[config.mk]
export PLATFORM = sky130hd
export DESIGN_NAME = softusb_txgen
export DESIGN_NICKNAME = d
export VERILOG_FILES = /design/src/rtl/softusb_txgen.sv
export SDC_FILE = /design/constraint.sdc
export NUM_CORES = 1
export LEC_CHECK = 0
export ABC_AREA = 1
export ABC_CLOCK_PERIOD_IN_PS = 1800
export CORE_MARGIN = 1.5
export CORE_UTILIZATION = 45
export CTS_CLUSTER_DIAMETER = 60
export DETAILED_ROUTE_END_ITERATION = 12
export PLACE_DENSITY = 0.68
export SLEW_MARGIN = 10
export SYNTH_ARGS = -nofsm -noshare
export SYNTH_HDL_FRONTEND = slang
export SYNTH_SLANG_ARGS = --single-unit
[constraint.sdc]
create_clock -name usb_clk -period 1.8 [get_ports usb_clk]
set_input_delay 0.18 -clock usb_clk [delete_from_list [all_inputs] [get_ports usb_clk]]
set_output_delay 0.18 -clock usb_clk [all_outputs]
set_load 0.01 [all_outputs]
[src/rtl/softusb_txgen.sv]
`default_nettype none
// ============================================================================
// Module   : softusb_txgen
// Brief    : USB 1.1 line transmitter. Serialises a valid/ready byte stream
//            into NRZI with bit stuffing, optional SYNC/EOP generation, and
//            full-/low-speed bit timing from parameterised dividers.
// Revision : 1.0 - initial release
// ============================================================================
module softusb_txgen #(
  parameter int FS_DIV    = 4,
  parameter int LS_DIV    = 32,
  parameter int STUFF_LEN = 6,
  parameter int SYNC_AUTO = 1
) (
  input  logic       usb_clk,
  input  logic       usb_rst_n,
  input  logic [7:0] tx_data,
  input  logic       tx_valid,
  output logic       tx_ready,
  input  logic       low_speed,
  input  logic       generate_eop,
  output logic       txp,
  output logic       txm,
  output logic       txoe
);

  localparam int DIV_W   = $clog2(LS_DIV);
  localparam int STUFF_W = $clog2(STUFF_LEN + 1);

  localparam logic [DIV_W-1:0]   FS_RELOAD = DIV_W'(FS_DIV - 1);
  localparam logic [DIV_W-1:0]   LS_RELOAD = DIV_W'(LS_DIV - 1);
  localparam logic [STUFF_W-1:0] STUFF_MAX = STUFF_W'(STUFF_LEN);
  localparam logic [7:0]         SYNC_BYTE = 8'h80;

  typedef enum logic [2:0] {
    ST_IDLE    = 3'd0,
    ST_SYNC    = 3'd1,
    ST_DATA    = 3'd2,
    ST_EOP_SE0 = 3'd3,
    ST_EOP_J   = 3'd4
  } state_t;

  state_t             state_q, state_d;
  logic [6:0]         shift_q, shift_d;      // bits still to send after the one on the line
  logic [2:0]         bit_cnt_q, bit_cnt_d;  // index of the byte bit currently on the line
  logic [STUFF_W-1:0] stuff_cnt_q, stuff_cnt_d;
  logic [DIV_W-1:0]   div_cnt_q, div_cnt_d;
  logic               ls_q, ls_d;            // speed latched at packet start
  logic               level_q, level_d;      // NRZI level, 1 = J
  logic               eop_cnt_q, eop_cnt_d;  // SE0 bit periods already sent

  logic               strobe;
  logic [DIV_W-1:0]   reload;
  logic               place;                 // a new data/SYNC bit goes on the line
  logic               bit_val;
  logic [STUFF_W-1:0] cnt_base;
  logic               lvl_base;
  logic [7:0]         first_byte;
  logic               line_hi;

  assign reload = ls_q ? LS_RELOAD : FS_RELOAD;
  assign strobe = (state_q != ST_IDLE) && (div_cnt_q == '0);

  // Next-state, bit timing, NRZI/stuffing and the tx_ready strobe
  always_comb begin
    state_d     = state_q;
    shift_d     = shift_q;
    bit_cnt_d   = bit_cnt_q;
    stuff_cnt_d = stuff_cnt_q;
    div_cnt_d   = div_cnt_q;
    ls_d        = ls_q;
    level_d     = level_q;
    eop_cnt_d   = eop_cnt_q;
    tx_ready    = 1'b0;
    place       = 1'b0;
    bit_val     = 1'b0;
    first_byte  = SYNC_BYTE;
    // A packet starts from J with no ones counted
    cnt_base    = (state_q == ST_IDLE) ? '0 : stuff_cnt_q;
    lvl_base    = (state_q == ST_IDLE) ? 1'b1 : level_q;

    if (state_q != ST_IDLE) begin
      div_cnt_d = strobe ? reload : div_cnt_q - 1'b1;
    end

    case (state_q)
      ST_IDLE: begin
        level_d = 1'b1;
        if (tx_valid) begin
          ls_d      = low_speed;
          div_cnt_d = low_speed ? LS_RELOAD : FS_RELOAD;
          bit_cnt_d = '0;
          if (SYNC_AUTO != 0) begin
            first_byte = SYNC_BYTE;
            state_d    = ST_SYNC;
          end else begin
            first_byte = tx_data;
            tx_ready   = 1'b1;
            state_d    = ST_DATA;
          end
          shift_d = first_byte[7:1];
          place   = 1'b1;
          bit_val = first_byte[0];
        end
      end

      ST_SYNC, ST_DATA: begin
        if (strobe) begin
          if (stuff_cnt_q == STUFF_MAX) begin
            // Stuffed zero: toggle, shift register holds for this slot
            level_d     = ~level_q;
            stuff_cnt_d = '0;
          end else if (bit_cnt_q != 3'd7) begin
            shift_d   = {1'b0, shift_q[6:1]};
            bit_cnt_d = bit_cnt_q + 1'b1;
            place     = 1'b1;
            bit_val   = shift_q[0];
          end else begin
            tx_ready = 1'b1;
            if (tx_valid) begin
              shift_d   = tx_data[7:1];
              bit_cnt_d = '0;
              state_d   = ST_DATA;
              place     = 1'b1;
              bit_val   = tx_data[0];
            end else if (generate_eop) begin
              state_d   = ST_EOP_SE0;
              eop_cnt_d = 1'b0;
            end else begin
              state_d   = ST_IDLE;
              level_d   = 1'b1;
              div_cnt_d = '0;
            end
          end
        end
      end

      ST_EOP_SE0: begin
        if (strobe) begin
          if (eop_cnt_q) begin
            state_d = ST_EOP_J;
            level_d = 1'b1;
          end else begin
            eop_cnt_d = 1'b1;
          end
        end
      end

      ST_EOP_J: begin
        if (strobe) begin
          state_d   = ST_IDLE;
          div_cnt_d = '0;
        end
      end

      default: state_d = ST_IDLE;
    endcase

    if (place) begin
      if (bit_val) begin
        stuff_cnt_d = cnt_base + 1'b1;
      end else begin
        stuff_cnt_d = '0;
        level_d     = ~lvl_base;
      end
    end
  end

  // State and datapath registers; reset aborts any packet immediately
  always_ff @(posedge usb_clk or negedge usb_rst_n) begin
    if (!usb_rst_n) begin
      state_q     <= ST_IDLE;
      shift_q     <= '0;
      bit_cnt_q   <= '0;
      stuff_cnt_q <= '0;
      div_cnt_q   <= '0;
      ls_q        <= 1'b0;
      level_q     <= 1'b1;
      eop_cnt_q   <= 1'b0;
    end else begin
      state_q     <= state_d;
      shift_q     <= shift_d;
      bit_cnt_q   <= bit_cnt_d;
      stuff_cnt_q <= stuff_cnt_d;
      div_cnt_q   <= div_cnt_d;
      ls_q        <= ls_d;
      level_q     <= level_d;
      eop_cnt_q   <= eop_cnt_d;
    end
  end

  // J is (1,0) at full speed and (0,1) at low speed
  assign line_hi = level_q ^ ls_q;
  assign txoe    = (state_q != ST_IDLE);
  assign txp     = (state_q != ST_EOP_SE0) & line_hi;
  assign txm     = (state_q != ST_EOP_SE0) & ~line_hi;

endmodule
`default_nettype wire

* Word level (Yosys, flattened, before mapping) *
Cells that the tools add are included.

storage, ports and cells
  register bits = 24
  input bits = 13
  output and inout port bits = 4
  logic and storage cells = 121

operators by class
  $add $sub $neg = 3
  eq/ne operators = 17
  muxes and demuxes = 71
  bitwise operators = 6
  reductions and logical operators = 16

operators by type and width
  kind                                                   count
  two-way mux 5 bit                                      11
  two-way mux 3 bit                                      17
  two-way mux 7 bit                                      5
  two-way mux 1 bit                                      29
  inequality test 2 bit, second input constant           9
  one-hot mux 5 bit (3 select lines)                     1
  one-hot mux 7 bit (2 select lines)                     1
  AND reduction 7 bit                                    2
  one-hot mux 3 bit (4 select lines)                     1
  nonzero test 2 bit                                     5
  adder 3 x 1 -> 3 bit, second input constant            2
  equality test 3 x 2 -> 1 bit, second input constant    2
  equality test 3 bit, second input constant             2
  inequality test 3 bit, second input constant           2
  one-hot mux 3 bit (2 select lines)                     1
  AND reduction 3 bit                                    2
  logical NOT 5 bit                                      1
  AND reduction 5 bit                                    1
  subtractor 5 x 1 -> 5 bit, second input constant       1
  two-way mux 2 bit                                      2
  one-hot mux 1 bit (2 select lines)                     2
  equality test 3 x 1 -> 1 bit, second input constant    1
  logical NOT 3 bit                                      1
  inequality test 3 x 2 -> 1 bit, second input constant  1
  other kinds (8)                                        11

* Depth between registers and ports, before layout *
Gate-level depths: netlist of run 1.

  depth after elaboration = 10
  depth in mapped cells = 13
  mapped depth without buffers = 11

* Worst setup path before layout of run 1 *
No wires, ideal clock.

  path kind = reg2reg
  from = reg bit_cnt_q[0]
  to = reg level_q
  arrival = 1.681 ns
  data required time = 1.740 ns
  setup slack = 0.059 ns
  stages on the path, launching flop included = 14
  cells stage by stage = dfrtp_1 ha_1 ha_1 buf_2 inv_1 buf_4 nand2_1 nand2_1 inv_1 nor2_1 nand2_1 a21oi_1 nand2_1 nand2_1

on the way
  word-level cells in the longest chain between the ends = 7
  elaborated cells on any way between the ends = 15

ends and longest elaborated chain
  item                                                                            line  RTL
  start: declaration                                                              45    logic [2:0] bit_cnt_q, bit_cnt_d;
  start signal: assignment                                                        183   bit_cnt_q <= bit_cnt_d;
  inequality test 3 bit (*)                                                       113   end else if (bit_cnt_q != 3'd7) begin
  two-way mux 1 bit                                                               113
  two-way mux 1 bit                                                               109   if (stuff_cnt_q == STUFF_MAX) begin
  two-way mux 1 bit                                                               108   if (strobe) begin
  one-hot mux 1 bit (3 select lines) / two-way mux 1 bit (equally long branches)  -
  two-way mux 1 bit                                                               160   if (bit_val) begin
  two-way mux 1 bit (*)                                                           159   if (place) begin
  net level_d                                                                     49    logic level_q, level_d;
  end signal: assignment                                                          187   level_q <= level_d;
  end: declaration                                                                49

The timed path passes the listed nets; every way through them passes the cells marked *.
A chain may end at the register's enable or synchronous reset.

* Worst setup path in the final report of run 1 *
  from = reg div_cnt_q[1]
  to = reg div_cnt_q[4]

on the way
  word-level cells in the longest chain between the ends = 10
  elaborated cells on any way between the ends = 13

ends and longest elaborated chain
  item                                                               line  RTL
  start: declaration                                                 47    logic [DIV_W-1:0] div_cnt_q, div_cnt_d;
  start signal: assignment                                           185   div_cnt_q <= div_cnt_d;
  branches (longest 9 deep; another with subtractor 5 x 1 -> 5 bit)  -
  one-hot mux 5 bit (3 select lines) (*)                             86    case (state_q)
  net div_cnt_d[4]                                                   47

Mark *: on every way through the listed nets, which the timed path passes.

==> results.md, run 1 <==
- Status: complete, no violations
- Layout cells sized above 1: 26.6%
- Largest net degree at the start of global routing: 25
- Post-layout util: 62.0%
- Final clock skew: 11.9 ps
- Max-cap violations: 0
- Worst-Skew Late Latency: 320 ps
- Vias in the first global route: 1,430
- Worst-Margin Slew: 343 ps
- Post-synthesis cell count: 218
- Type of the most critical hold path: in -> async
- Worst setup margin: 59.4 ps
- Startpoint types: flop
- H-tree depth: 1
- Worst r2r path cells: 12
- Routed vias: 1,563
- Ant diodes: 0
- Total grt overflow: 0
- Tot GR Track Use: 19.6%
- Seq/Total Area, Yosys: 37.3%
- Die width: 62.9 um
- Period minus WS final: 1740 ps
- Clock-pin slew on the worst setup and hold paths: 130 ps
- Syn-to-layout area delta: 30.1%
- Starting density of the core: 47.7%
- Register Area: 603 um^2
- Row cnt: 21
- Achievable Freq: 575 MHz
- Final Hold Viols: 0
- Slew Limit Fails: 0
- Area occupied by multi-input gates: 953 um^2
- #FFs+latches synth: 24
- Antenna Nets Post-Route: 0
- Endpoints failing setup: 0
- Final wirelength: 3.77 mm
- Residual DRC count: 0
- Clk sinks: 24
- Finished Cell Area: 0.00210 mm^2
- Setup CP Type: reg -> reg
- YS warnings: 0
- Area after DPL: 0.00196 mm^2
- CP endpoint kind: flop
- DPL Wire Length: 2.81 mm
- Initial DRC count: 69
- Core Region: 0.00339 mm^2
- Post-synthesis instance area: 0.00162 mm^2
- Lkg Pwr: 1.01 nW
- Most used DFF post-synth: dfrtp_1
- Fillers: 326
- Root buf cell: clkbuf_4
- Die Area: 0.00396 mm^2
- CTS tree: yes
- Critical Path Fanout Max: 6
- PwrDens: 1650 mW/mm^2
- Vias/cell: 5.12
- DR WL/cell: 12.4 um
- CTS buffer count: 3
- Reg2reg end: div_cnt_q[4]$_DFF_PN0_
- Post-synth cell types: 30
- RD Place Congestion: 0.858
- I/O pins: 17
- Reg2Reg Setup Slack: 60 ps
- Wire length of the first global-routing pass: 6.19 mm
- Pre-CTS setup slack: -82.2 ps
- Nets: 277
- Mean Syn Cell Area: 7.41 um^2
- Die H: 62.9 um
- Max Root-Sink Buffers: 2
- Worst VDD drop: 0.000716 V
- Req. time, crit path: 2020 ps
- Syn Nets: 235
- Crit share post-route: 96.7%
- Worst R2R Start: div_cnt_q[1]$_DFF_PN0_
- Worst Path Arrival: 1960 ps
- First drt pass iteration count: 4
- EDFF count, synth: 0
- Port Buffers: 16
- Initial antenna violation count: 0
- Worst relative slew slack: 77.1%
- Post-synth ARST share: 100%
[logic make-up (layout without fill, tap and decap cells)]
family,after synthesis,count (layout),synth area share [%]
compound gates,31,31,10.5
fa+ha+maj,4,4,3.10
buf+inv,29,70,8.67
flops,24,24,37.3
xor+xnor,3,3,1.63
simple gates,127,127,38.9
[worst max-delay path: stages (launching register included)]
cell and delay, ps:
dfrtp_1 410, inv_2 80, ha_4 150, buf_4 110, nand2_1 80, nor2_4 120
nand3_4 160, nor2_4 170, nand2_2 80, nand2_2 80, nand2_2 60, o21ai_1 70
nand2_1 60
[state kept, by name, summed over array words and instances, names as in the netlist]
name	flops
eop_cnt_q	1
bit_cnt_q	3
ls_q	1
state_q	3
shift_q	7
div_cnt_q	5
level_q	1
stuff_cnt_q	3
[layout by cell type (no fill, tap or decap), types with 2 or more instances in the layout]
cell type and n:
inv_1 19, nand3_1 23, nand2_4 2, dfrtp_1 22, a21oi_1 7, nand3_4 3, a31oi_1 7, nor2_1 28
nand2_2 9, clkbuf_4 3, dlymetal6s2s_1 2, buf_4 26, nand2_1 45, o21ai_0 9, nand3_2 2, nor2_4 6
ha_1 2, nor2_2 2, xor2_1 2, nor3_2 2, nand4_1 2, inv_2 4, clkdlybuf4s50_1 12, o21ai_1 4
[cells in the mapped netlist, types with 3 or more instances]
master	number	share of area, %
ha_1	4	3.1
nor2_1	31	7.2
o21ai_0	9	2.8
nand2_1	48	11
inv_1	22	5.1
a31oi_1	7	2.7
o21ai_1	5	1.5
buf_6	3	2.1
nand3_1	24	7.4
dfrtp_1	23	36
nand2_2	7	2.7
nor2_4	3	2.1
a21oi_1	8	2.5
[timing repair]
action / CTS / global route
setup buffers: 1 / 3
cloned: 0 / 0
resized for setup: 15 / 15
endpoints found under the setup margin: 12 / 18
pin swaps: 1 / 7
hold buffers: 0 / 0
[per-layer routing]
metal	global-route usage [%]	share of wire, %	wire, um	vias up
met3	2.16	2.6	98	9
met5	0	0	0	-
met2	33.2	48	1810	27
met4	6.94	1.7	66	0
met1	25.8	48	1800	736
li1	-	-	-	791
[where the power goes]
group          total [mW]  switching, mW  internal, mW
clock network       0.249          0.163        0.0868
logic                2.31           1.34         0.977
registers           0.907          0.135         0.772
[stage by stage]
step	instances	hold slack, ps	setup TNS (ps)	total power [mW]
6_report	305	193	0	3.47
5_1_grt	305	234	-6.77	3.78
4_1_cts	302	208	0	3.37
3_5_place_dp	297	474	-108	3.05
3_3_place_gp	297	464	-40.3	3.02
2_1_floorplan	218	-116	0	2.38
[cell type report]
| cell class | count | share of cell area, % |
|---|---|---|
| Tap cell | 46 | 2.74 |
| Multi-Input combinational cell | 165 | 45.4 |
| Clock buffer | 4 | 1.25 |
| Sequential cell | 24 | 28.7 |
| Timing Repair Buffer | 43 | 17.8 |
| Inverter | 23 | 4.11 |
[worst max path at each step]
| stage | from | end | slack, ps | cells after the start |
|---|---|---|---|---|
| final | div_cnt_q[1]$_DFF_PN0_ | div_cnt_q[4]$_DFF_PN0_ | 60 | 12 |
| after global routing | div_cnt_q[1]$_DFF_PN0_ | state_q[0]$_DFFE_PN0P_ | -7 | 11 |
| after detailed placement | div_cnt_q[0]$_DFF_PN0_ | tx_ready | -80 | 7 |
| after floorplan | bit_cnt_q[0]$_DFFE_PN0P_ | level_q$_DFF_PN1_ | 60 | 13 |
| after CTS | bit_cnt_q[0]$_DFFE_PN0P_ | level_q$_DFF_PN1_ | 5 | 12 |
| after global placement | div_cnt_q[0]$_DFF_PN0_ | tx_ready | -40 | 7 |
No activity file was read; power rests on OpenSTA's default activity.
==> inputs of run 2 (changes only) <==
--- a/config.mk
+++ b/config.mk
@@ -6,12 +6,12 @@
 export NUM_CORES = 1
 export LEC_CHECK = 0
 export ABC_AREA = 1
-export ABC_CLOCK_PERIOD_IN_PS = 1800
+export ABC_CLOCK_PERIOD_IN_PS = 1900
 export CORE_MARGIN = 1.5
 export CORE_UTILIZATION = 45
 export CTS_CLUSTER_DIAMETER = 60
 export DETAILED_ROUTE_END_ITERATION = 12
-export PLACE_DENSITY = 0.68
+export PLACE_DENSITY = 0.66
 export SLEW_MARGIN = 10
 export SYNTH_ARGS = -nofsm -noshare
 export SYNTH_HDL_FRONTEND = slang
==> constraint.sdc (replaced) <==
create_clock -name usb_clk -period 1.9 [get_ports usb_clk]
set_input_delay 0.19 -clock usb_clk [delete_from_list [all_inputs] [get_ports usb_clk]]
set_output_delay 0.19 -clock usb_clk [all_outputs]
set_load 0.01 [all_outputs]
==> run 2 against run 1 <==
  * Setup slack improved by 59 ps
  * Sequential power decreased by 3.4%
  * Total power is 9.1% lower
  * Hold slack better by 19 ps
  * Clock skew shrank 9.5 ps
  * Cell count decreased by 2.6%
  * Final area decreased by 3.9%
  * Critical path depth is 9 lower
  * Wire length is 6.4% lower
  * Combinational power is 12% lower
  * Clock power is 6% lower
  * Die area unchanged
==> results.md, run 2 (same netlist as run 1, synthesis figures left out) <==
- CTS tree: yes
- Lkg Pwr: 0.956 nW (-5.7%)
- Worst VDD drop: 0.000646 V (-9.8%)
- PwrDens: 1560 mW/mm^2 (-5.4%)
- Crit path max-delay family: buffers and inverters
- Ant diodes: 0 (unchanged)
- Clock network power share: 7.5% (+0.3 points)
- Die H: 62.9 um (unchanged)
- Setup CP Type: reg -> out
- Register Area: 603 um^2 (unchanged)
- Overall power: 3.16 mW (-9.1%)
- Pre-CTS setup slack: 53.7 ps (+136 ps)
- Root buf cell: clkbuf_4
- Comb power frac: 64.8% (-1.9 points)
- Type of the most critical hold path: in -> async
- CP cell instances: inv_2, nand2_2, clkdlybuf4s50_1
- Worst-Skew Late Latency: 320 ps (about the same)
- Largest register FFs: 7 (unchanged)
- Wire length of the first global-routing pass: 6.14 mm (-0.78%)
- Residual DRC count: 0 (unchanged)
- Worst r2r path cells: 10 (-2)
- Commonest non-fill, non-tap cell in the layout: nand2_1
- Port Buffers: 16 (unchanged)
- Req. time, crit path: 1710 ps (-310 ps)
- Row cnt: 21 (unchanged)
- Die Area: 0.00396 mm^2 (unchanged)
- Startpoint types: flop
- Worst Path Arrival: 1590 ps (-370 ps)
- Nets: 269 (-2.9%)
- Reg power frac: 27.8% (+1.7 points)
- Total grt overflow: 0 (unchanged)
- Fillers: 304 (-6.7%)
- CTS buffer count: 3 (unchanged)
- Worst relative slew slack: 78.8% (+1.7 points)
- Syn-to-layout area delta: 24.9%
- Max-cap violations: 0 (unchanged)
- Area occupied by multi-input gates: 945 um^2 (-0.92%)
- Endpoints failing setup: 0 (unchanged)
- Tot GR Track Use: 19.6% (+0.031 points)
- Routed vias: 1,467 (-6.1%)
- Switching power total: 1.49 mW (-9.0%)
- Reg2reg end: stuff_cnt_q[0]$_DFFE_PN0P_
- Largest net degree at the start of global routing: 25 (unchanged)
- Critical Path Fanout Max: 7 (+1)
- Layout cells sized above 1: 22.3% (-4.3 points)
- Clk sinks: 24 (unchanged)
- I/O pins: 17 (unchanged)
- Final clock skew: 2.40 ps (-9.52 ps)
- Crit share post-route: 93.8%
- Sw Ratio: 47.2% (+0.050 points)
- Worst setup margin: 119 ps (+59.2 ps)
- H-tree depth: 1 (unchanged)
- CP max stage cell: clkdlybuf4s50_1
- Int Power: 1.67 mW (-9.2%)
- Clock-pin slew on the worst setup and hold paths: 130 ps (about the same)
- Antenna Nets Post-Route: 0 (unchanged)
- Reg with most FFs: shift_q
- Core Region: 0.00339 mm^2 (unchanged)
- Biggest regs: shift_q x7, div_cnt_q x5
- Slew Limit Fails: 0 (unchanged)
- Initial antenna violation count: 0 (unchanged)
- Die width: 62.9 um (unchanged)
- DR WL/cell: 11.9 um (-3.9%)
- Buffer and inverter count on the worst path: 2 (unchanged)
- Max Root-Sink Buffers: 2 (unchanged)
- Initial DRC count: 64 (-7.2%)
- Vias/cell: 4.94 (-3.6%)
- RD Place Congestion: 0.832 (-3.1%)
- Worst-Margin Slew: 318 ps (-24.5 ps)
- Final wirelength: 3.53 mm (-6.4%)
- Reg2Reg Setup Slack: 160 ps (+100 ps)
- CP endpoint kind: primary output
- Most frequent cells in the layout: nand2_1 (46), nor2_1 (26), nand3_1 (24)
- Worst R2R Start: bit_cnt_q[0]$_DFFE_PN0P_
- Worst path max stage delay: 570 ps (+160 ps)
- First drt pass iteration count: 4 (unchanged)
- Starting density of the core: 47.7% (unchanged)
- Final Hold Viols: 0 (unchanged)
- Achievable Freq: 561 MHz
- DPL Wire Length: 2.63 mm (-6.4%)
- Status: complete, no violations
- Period minus WS final: 1780 ps
- Vias in the first global route: 1,433 (+0.21%)
- Post-layout util: 59.5% (-2.4 points)
## run 2: area by class of cell
class                   instances  area share (%)
repair buffers                 35            14.9
well taps                      46            2.85
flip-flops and latches         24            29.9
clock buffers                   4            1.30
multi-input cells             165            46.8
inverters                      23            4.28
## run 2: worst max path at each step
stage	slack, ps	cells after the start	end	start
2_1_floorplan	160	13	level_q$_DFF_PN1_	bit_cnt_q[0]$_DFFE_PN0P_
3_3_place_gp	70	7	tx_ready	div_cnt_q[0]$_DFF_PN0_
4_1_cts	10	4	txm	level_q$_DFF_PN1_
6_report	120	3	txoe	state_q[2]$_DFFE_PN0P_
5_1_grt	-40	12	div_cnt_q[4]$_DFF_PN0_	div_cnt_q[1]$_DFF_PN0_
3_5_place_dp	50	7	tx_ready	div_cnt_q[0]$_DFF_PN0_
## run 2: what timing repair did
item	in CTS	in global routing
setup endpoints to repair	2	17
resized for setup	5	19
setup buffers	1	3
hold buffers	0	0
endpoints found under the hold margin	0	0
pin swaps	1	2
## run 2: per-stage QoR
step	hold slack [ps]	cell area (um^2)	instances	setup TNS [ps]
detailed placement	475	1890	289	0
CTS	216	1940	294	0
global placement	469	1890	289	0
floorplan	-106	1620	218	0
global route	239	2020	297	-101
finish	212	2020	297	0
## run 2: worst register-to-register path: stages (launching register included)
cell and delay (ps):
dfrtp_1 420, ha_1 210, ha_1 200, inv_2 90, nor2_1 50, nor2_2 150
nand3_4 140, nand2_8 150, nor2_1 100, nand2_1 60, o21ai_0 70
## run 2: per-layer routing
metal	part of all wire (%)	global-route usage (%)	wire, um
met1	48	26.7	1700
met2	47	31.8	1680
met3	2.7	1.62	97
met4	1.7	8.89	60
met5	0	0	0
## run 2: power groups by stage
stage          registers, mW  logic, mW  clock network [mW]
2_1_floorplan          0.853       1.40                   0
3_3_place_gp           0.878       1.87                   0
3_5_place_dp           0.880       1.88                   0
4_1_cts                0.862       1.93               0.242
5_1_grt                0.905       2.31               0.256
6_report               0.876       2.04               0.235
==> variant 1, RTL diff (flow settings as in run 1) <==
Reset style: synchronous (`usb_rst_n`), changed in one clocked block.
--- a/src/rtl/softusb_txgen.sv
+++ b/src/rtl/softusb_txgen.sv
@@ -169,3 +169,3 @@
   // State and datapath registers; reset aborts any packet immediately
-  always_ff @(posedge usb_clk or negedge usb_rst_n) begin
+  always_ff @(posedge usb_clk) begin
     if (!usb_rst_n) begin
Check against the original RTL: differs if usb_rst_n is asserted again (counterexample within 4 cycles, from zero or initial values and one cycle with usb_rst_n low); with usb_rst_n held inactive, the same outputs for 10 cycles.
==> variant 1 against run 1 <==
- clock power increased by 17%
- setup slack better by 51 ps
- sequential cell count stayed put
- fmax grew 3.0%
- routed wire length grew 1.4%
- design area decreased by 3.5%
- largest cell class unchanged
- sequential share of layout area is 4.3 points lower
- power decreased by 4.9%
- synthesized area down 1.0%
- critical path depth down 8
- sequential power down 8.3%
==> variant 1: results (changes against run 1) <==
- The complex-gate fraction of the synthesized area was 16.12% (+5.7 points).
- Dominant cells by area after synthesis: sky130_fd_sc_hd__dfxtp_1 (30%), sky130_fd_sc_hd__nand2_1 (16%), sky130_fd_sc_hd__a21oi_1 (6.9%)
* Async set-or-reset flop fraction in the synthesized netlist: 0% (-100 points)
* First-pass GRT wire length: 6748 µm (+9.0%)
* Fill cell instance count of the final layout: 336 (+3.1%)
- The post-placement cell area was 0.001913 mm² (-2.6%).
- Met2 Track Usage GR: 35.62% (+2.4 points)
* R2r endpoint: stuff_cnt_q[0]
- The startpoint identified for the worst register-to-register timing path is bit_cnt_q[0].
- Distinct cell type count of the synthesized netlist: 31 (+3.3%)
- The post-CTS resize count came to 14 (-1).
* Vias: 1670 (+6.8%)
- Wire length per cell: 11.81 µm (-4.6%)
* Result of the run: finished, final reports clean
- The areal power density over the cells came to 1627 mW/mm² (-1.5%).
- Drt first pass iters: 5 (+1)
- The fraction of met1 tracks used by global routing was 28.33% (+2.6 points).
- The routed metal-1 wire length came to 1771 µm (-1.7%).
- The minimum setup slack after placement came to 8.992 ps (+91.16 ps).
- Fraction of layout cells with a size suffix above 1: 22.66% (-4.0 points)
- The tightest min-delay check is of the flip-flop to flip-flop type.
- Amount of wire on met2 after detailed routing: 1835 µm (+1.5%)
- The delay of the slowest cell on the worst path is 540 ps (+130 ps).
* Worst clock skew: 6.408 ps (-5.507 ps)
- The internal reg-to-reg setup slack was 140 ps (+80 ps).
- Hold_ws: 437.9 ps (+244.4 ps)
* List of most frequent post-synthesis cells: sky130_fd_sc_hd__nand2_1 (70), sky130_fd_sc_hd__dfxtp_1 (24), sky130_fd_sc_hd__inv_1 (24)
* Max_slew headroom: 80.63% (+3.5 points)
- Global-route total usage across every layer: 21.07% (+1.5 points)
- For this run, the leading register cell type out of synthesis is sky130_fd_sc_hd__dfxtp_1.
- The maximum fanout count along the critical path was 5 (-1).
- Post-CTS repair timing setup buffer count: 0 (-1)
- Syn Area/Cell: 6.553 µm² (-12%)
- The worst reg2reg path depth was 10 (-2).
* Maximum vdd ir drop: 0.5794 mV (-19%)
* Synth Area in Adders: 3.130% (+0.032 points)
- Final Instance Count excl. Fillers: 324 (+6.2%)
- Met3 Usage GRT: 1.622% (-0.54 points)
- Number of global-route vias before repair: 1565 (+9.4%)
* DRT iter0 DRCs: 77 (+12%)
* Critical-path top delay cell: sky130_fd_sc_hd__clkdlybuf4s50_1
variant 1: power by group:
part           leakage, nW  switching (mW)  internal [mW]  total (mW)
clock network       0.0210           0.168          0.124       0.292
logic                0.680            1.29          0.889        2.18
registers            0.199           0.131          0.701       0.832
total                0.901            1.59           1.71        3.30
variant 1: area by class of cell:
type,instances,share of cell area [%]
clock buffers,4,1.789
flip-flops and latches,24,24.43
well taps,46,2.838
repair buffers,38,15.85
inverters,27,4.997
multi-input cells,185,50.09
variant 1: how the worst max path moves through the flow:
stage | start | to | slack (ps) | cells past startpoint
5_1_grt | bit_cnt_q[0] | stuff_cnt_q[0] | 5 | 10
6_report | state_q[0] | txp | 110 | 4
3_5_place_dp | div_cnt_q[0] | tx_ready | 9 | 7
4_1_cts | ls_q | txm | 30 | 4
3_3_place_gp | div_cnt_q[0] | tx_ready | 20 | 7
2_1_floorplan | bit_cnt_q[0] | shift_q[6] | 290 | 10
==> variant 2, RTL diff (config.mk and constraints of run 1) <==
Made on the original files. Change the parameter `LS_DIV` from 32 to 16.
--- a/src/rtl/softusb_txgen.sv
+++ b/src/rtl/softusb_txgen.sv
@@ -10,3 +10,3 @@
   parameter int FS_DIV    = 4,
-  parameter int LS_DIV    = 32,
+  parameter int LS_DIV    = 16,
   parameter int STUFF_LEN = 6,
Formal check against the unedited RTL: no difference found for any inputs over 10 cycles, from zero or initial values and one cycle with usb_rst_n low; that may be too few to reach the edited logic, so the function may still have changed.
==> variant 2 against run 1 <==
- design area decreased by 7.2%
- setup slack improved by 29 ps
- sequential cell count decreased by 1
- sequential power decreased by 5.6%
- power decreased by 3.0%
- fmax increased by 1.7%
- clock skew decreased by 8.0 ps
- global-route usage increased by 2.9 points
- synthesized area decreased by 5.2%
- routed wire length increased by 1.3%
- critical endpoint is now tx_ready
==> variant 2: results (changes against run 1) <==
- The flow ran to the end, and the final reports show no timing, DRC or antenna violations.
- The met3 demand-to-capacity share in global routing came to 2.311% (+0.15 points).
- The first-pass GRT wire length was 6196 µm (+0.11%).
* Half-perimeter wire length after detailed placement: 2852 µm (+1.4%)
- The worst reg2reg path depth came to 13 (+1).
* Antenna violations before repair: 0 (unchanged)
* Worst Setup SP: div_cnt_q[0]
- Fill cell instance count of the final layout: 315 (-3.4%)
- The normalized max-slew margin is 79.50% (+2.4 points).
- The total vias in the final route was 1489 (-4.7%).
* Instance count of the mapped netlist: 202 (-7.3%)
* Critical-path top delay cell: sky130_fd_sc_hd__dfrtp_1
* Maximum number of pins on one net before global-route repair: 24 (-4.0%)
- The total detailed-routing wirelength came to 3822 µm (+1.3%).
- Regs by FF count: shift_q (7), div_cnt_q (4)
* Count of H-tree levels built during CTS: 1 (unchanged)
- The portion of the post-synthesis area used by sequential elements was 37.66% (+0.41 points).
- Layout Nets: 258 (-6.9%)
- The fraction of met1 tracks used by global routing is 26.71% (+0.94 points).
- The number of DRC violations after detailed routing was 0 (unchanged).
- The commonest cells after synthesis are sky130_fd_sc_hd__nand2_1 (57), sky130_fd_sc_hd__dfrtp_1 (22), sky130_fd_sc_hd__inv_1 (18).
* Distinct cell type count of the synthesized netlist: 29 (-3.3%)
- Worst clock skew: 3.964 ps (-7.951 ps)
* Met1 routed wirelength after detailed routing: 1657 µm (-8.0%)
* Hold_ws: 196.6 ps (+3.093 ps)
* Final Instance Count excl. Fillers: 283 (-7.2%)
- The static leakage power was 0.9132 nW (-10%).
* Yosys warning count: 0 (unchanged)
* Termination of the worst setup path: tx_ready
- Maximum vdd ir drop: 0.8060 mV (+13%)
- The number of nets produced by synthesis came to 220 (-6.4%).
- Multiplexer area fraction after synthesis: 3.922% (+3.9 points)
- Amount of wire on met2 after detailed routing: 1951 µm (+8.0%)
- The routability-driven placement congestion ratio was 0.9331 (+8.7%).
- Synth Area in Adders: 4.085% (+0.99 points)
* Global-route total usage across every layer: 22.55% (+2.9 points)
- The complex-gate fraction of the synthesized area was 12.50% (+2.0 points).
- Fraction of layout cells with a size suffix above 1: 23.43% (-3.2 points)
- The number of nets still failing antenna checks after routing came to 0 (unchanged).
- R2r endpoint: level_q
- The data arrival at the endpoint of the critical path was 1530 ps (-430 ps).
- By area the synthesized netlist is led by sky130_fd_sc_hd__dfrtp_1 (36%), sky130_fd_sc_hd__nand2_1 (14%), sky130_fd_sc_hd__nand3_1 (4.9%).
- Number of global-route vias before repair: 1430 (unchanged)
- Routed wire length on met3: 183 µm (+87%)
* Top metal layer carrying routed signals: met4
* Total instance count after detailed placement: 271 (-8.8%)
- Number of flops mapped to enable cells by yosys: 0 (unchanged)
- The maximum fanout count along the critical path was 2 (-4).
* Xor and xnor area share after synthesis: 2.288% (+0.66 points)
* Met2 Track Usage GR: 42.10% (+8.9 points)
- In this run the worst hold path is classified as input pin to asynchronous set/reset pin.
* Slack of the worst reg-to-reg path: 120 ps (+60 ps)
* DRT iter0 DRCs: 128 (+86%)
-- variant 2: cell count changes in the layout (fill, tap and decap cells not counted), moves of 3 or more --
cell	change
sky130_fd_sc_hd__mux2i_1	+6
sky130_fd_sc_hd__nand3_1	-9
sky130_fd_sc_hd__buf_4	-5
sky130_fd_sc_hd__a31oi_1	-7
sky130_fd_sc_hd__nand2_1	+12
sky130_fd_sc_hd__inv_1	-3
sky130_fd_sc_hd__o31ai_1	+5
sky130_fd_sc_hd__nand3_4	-3
sky130_fd_sc_hd__nor2_1	-14
sky130_fd_sc_hd__nand2_2	-5
-- variant 2: what timing repair did --
item,CTS,global route
gates cloned,0,0
endpoints found under the setup margin,3,20
pin swaps,1,2
buffers inserted,4,4
gates resized for setup,5,13
-- variant 2: where the power goes --
part	leakage (nW)	total, mW	switching, mW	internal (mW)
sequential	0.296	0.856	0.138	0.718
combinational	0.600	2.26	1.32	0.943
clock	0.0177	0.249	0.166	0.0832
-- variant 2: metrics by stage --
| stage | setup WS [ps] | total power, mW | area (µm²) |
|---|---|---|---|
| 2_1_floorplan | 129.6 | 2.302 | 1531 |
| 3_3_place_gp | 53.50 | 2.871 | 1828 |
| 3_5_place_dp | -0.7088 | 2.970 | 1828 |
| 4_1_cts | -36.41 | 3.277 | 1891 |
| 5_1_grt | -35.98 | 3.658 | 1949 |
| 6_report | 87.94 | 3.366 | 1949 |
-- variant 2: kinds of logic after synthesis --
family | Yosys count
compound gates | 33
flops | 23
fa+ha+maj | 5
simple gates | 103
buf+inv | 28
mux | 6
xor+xnor | 4
-- variant 2: cell type report --
cell class / instances / area share (%)
multi-input combinational: 151 / 44.29
sequential: 23 / 29.65
timing repair buffer: 38 / 17.27
inverter: 23 / 4.557
tap: 44 / 2.824
clock buffer: 3 / 1.155
clock inverter: 1 / 0.2567
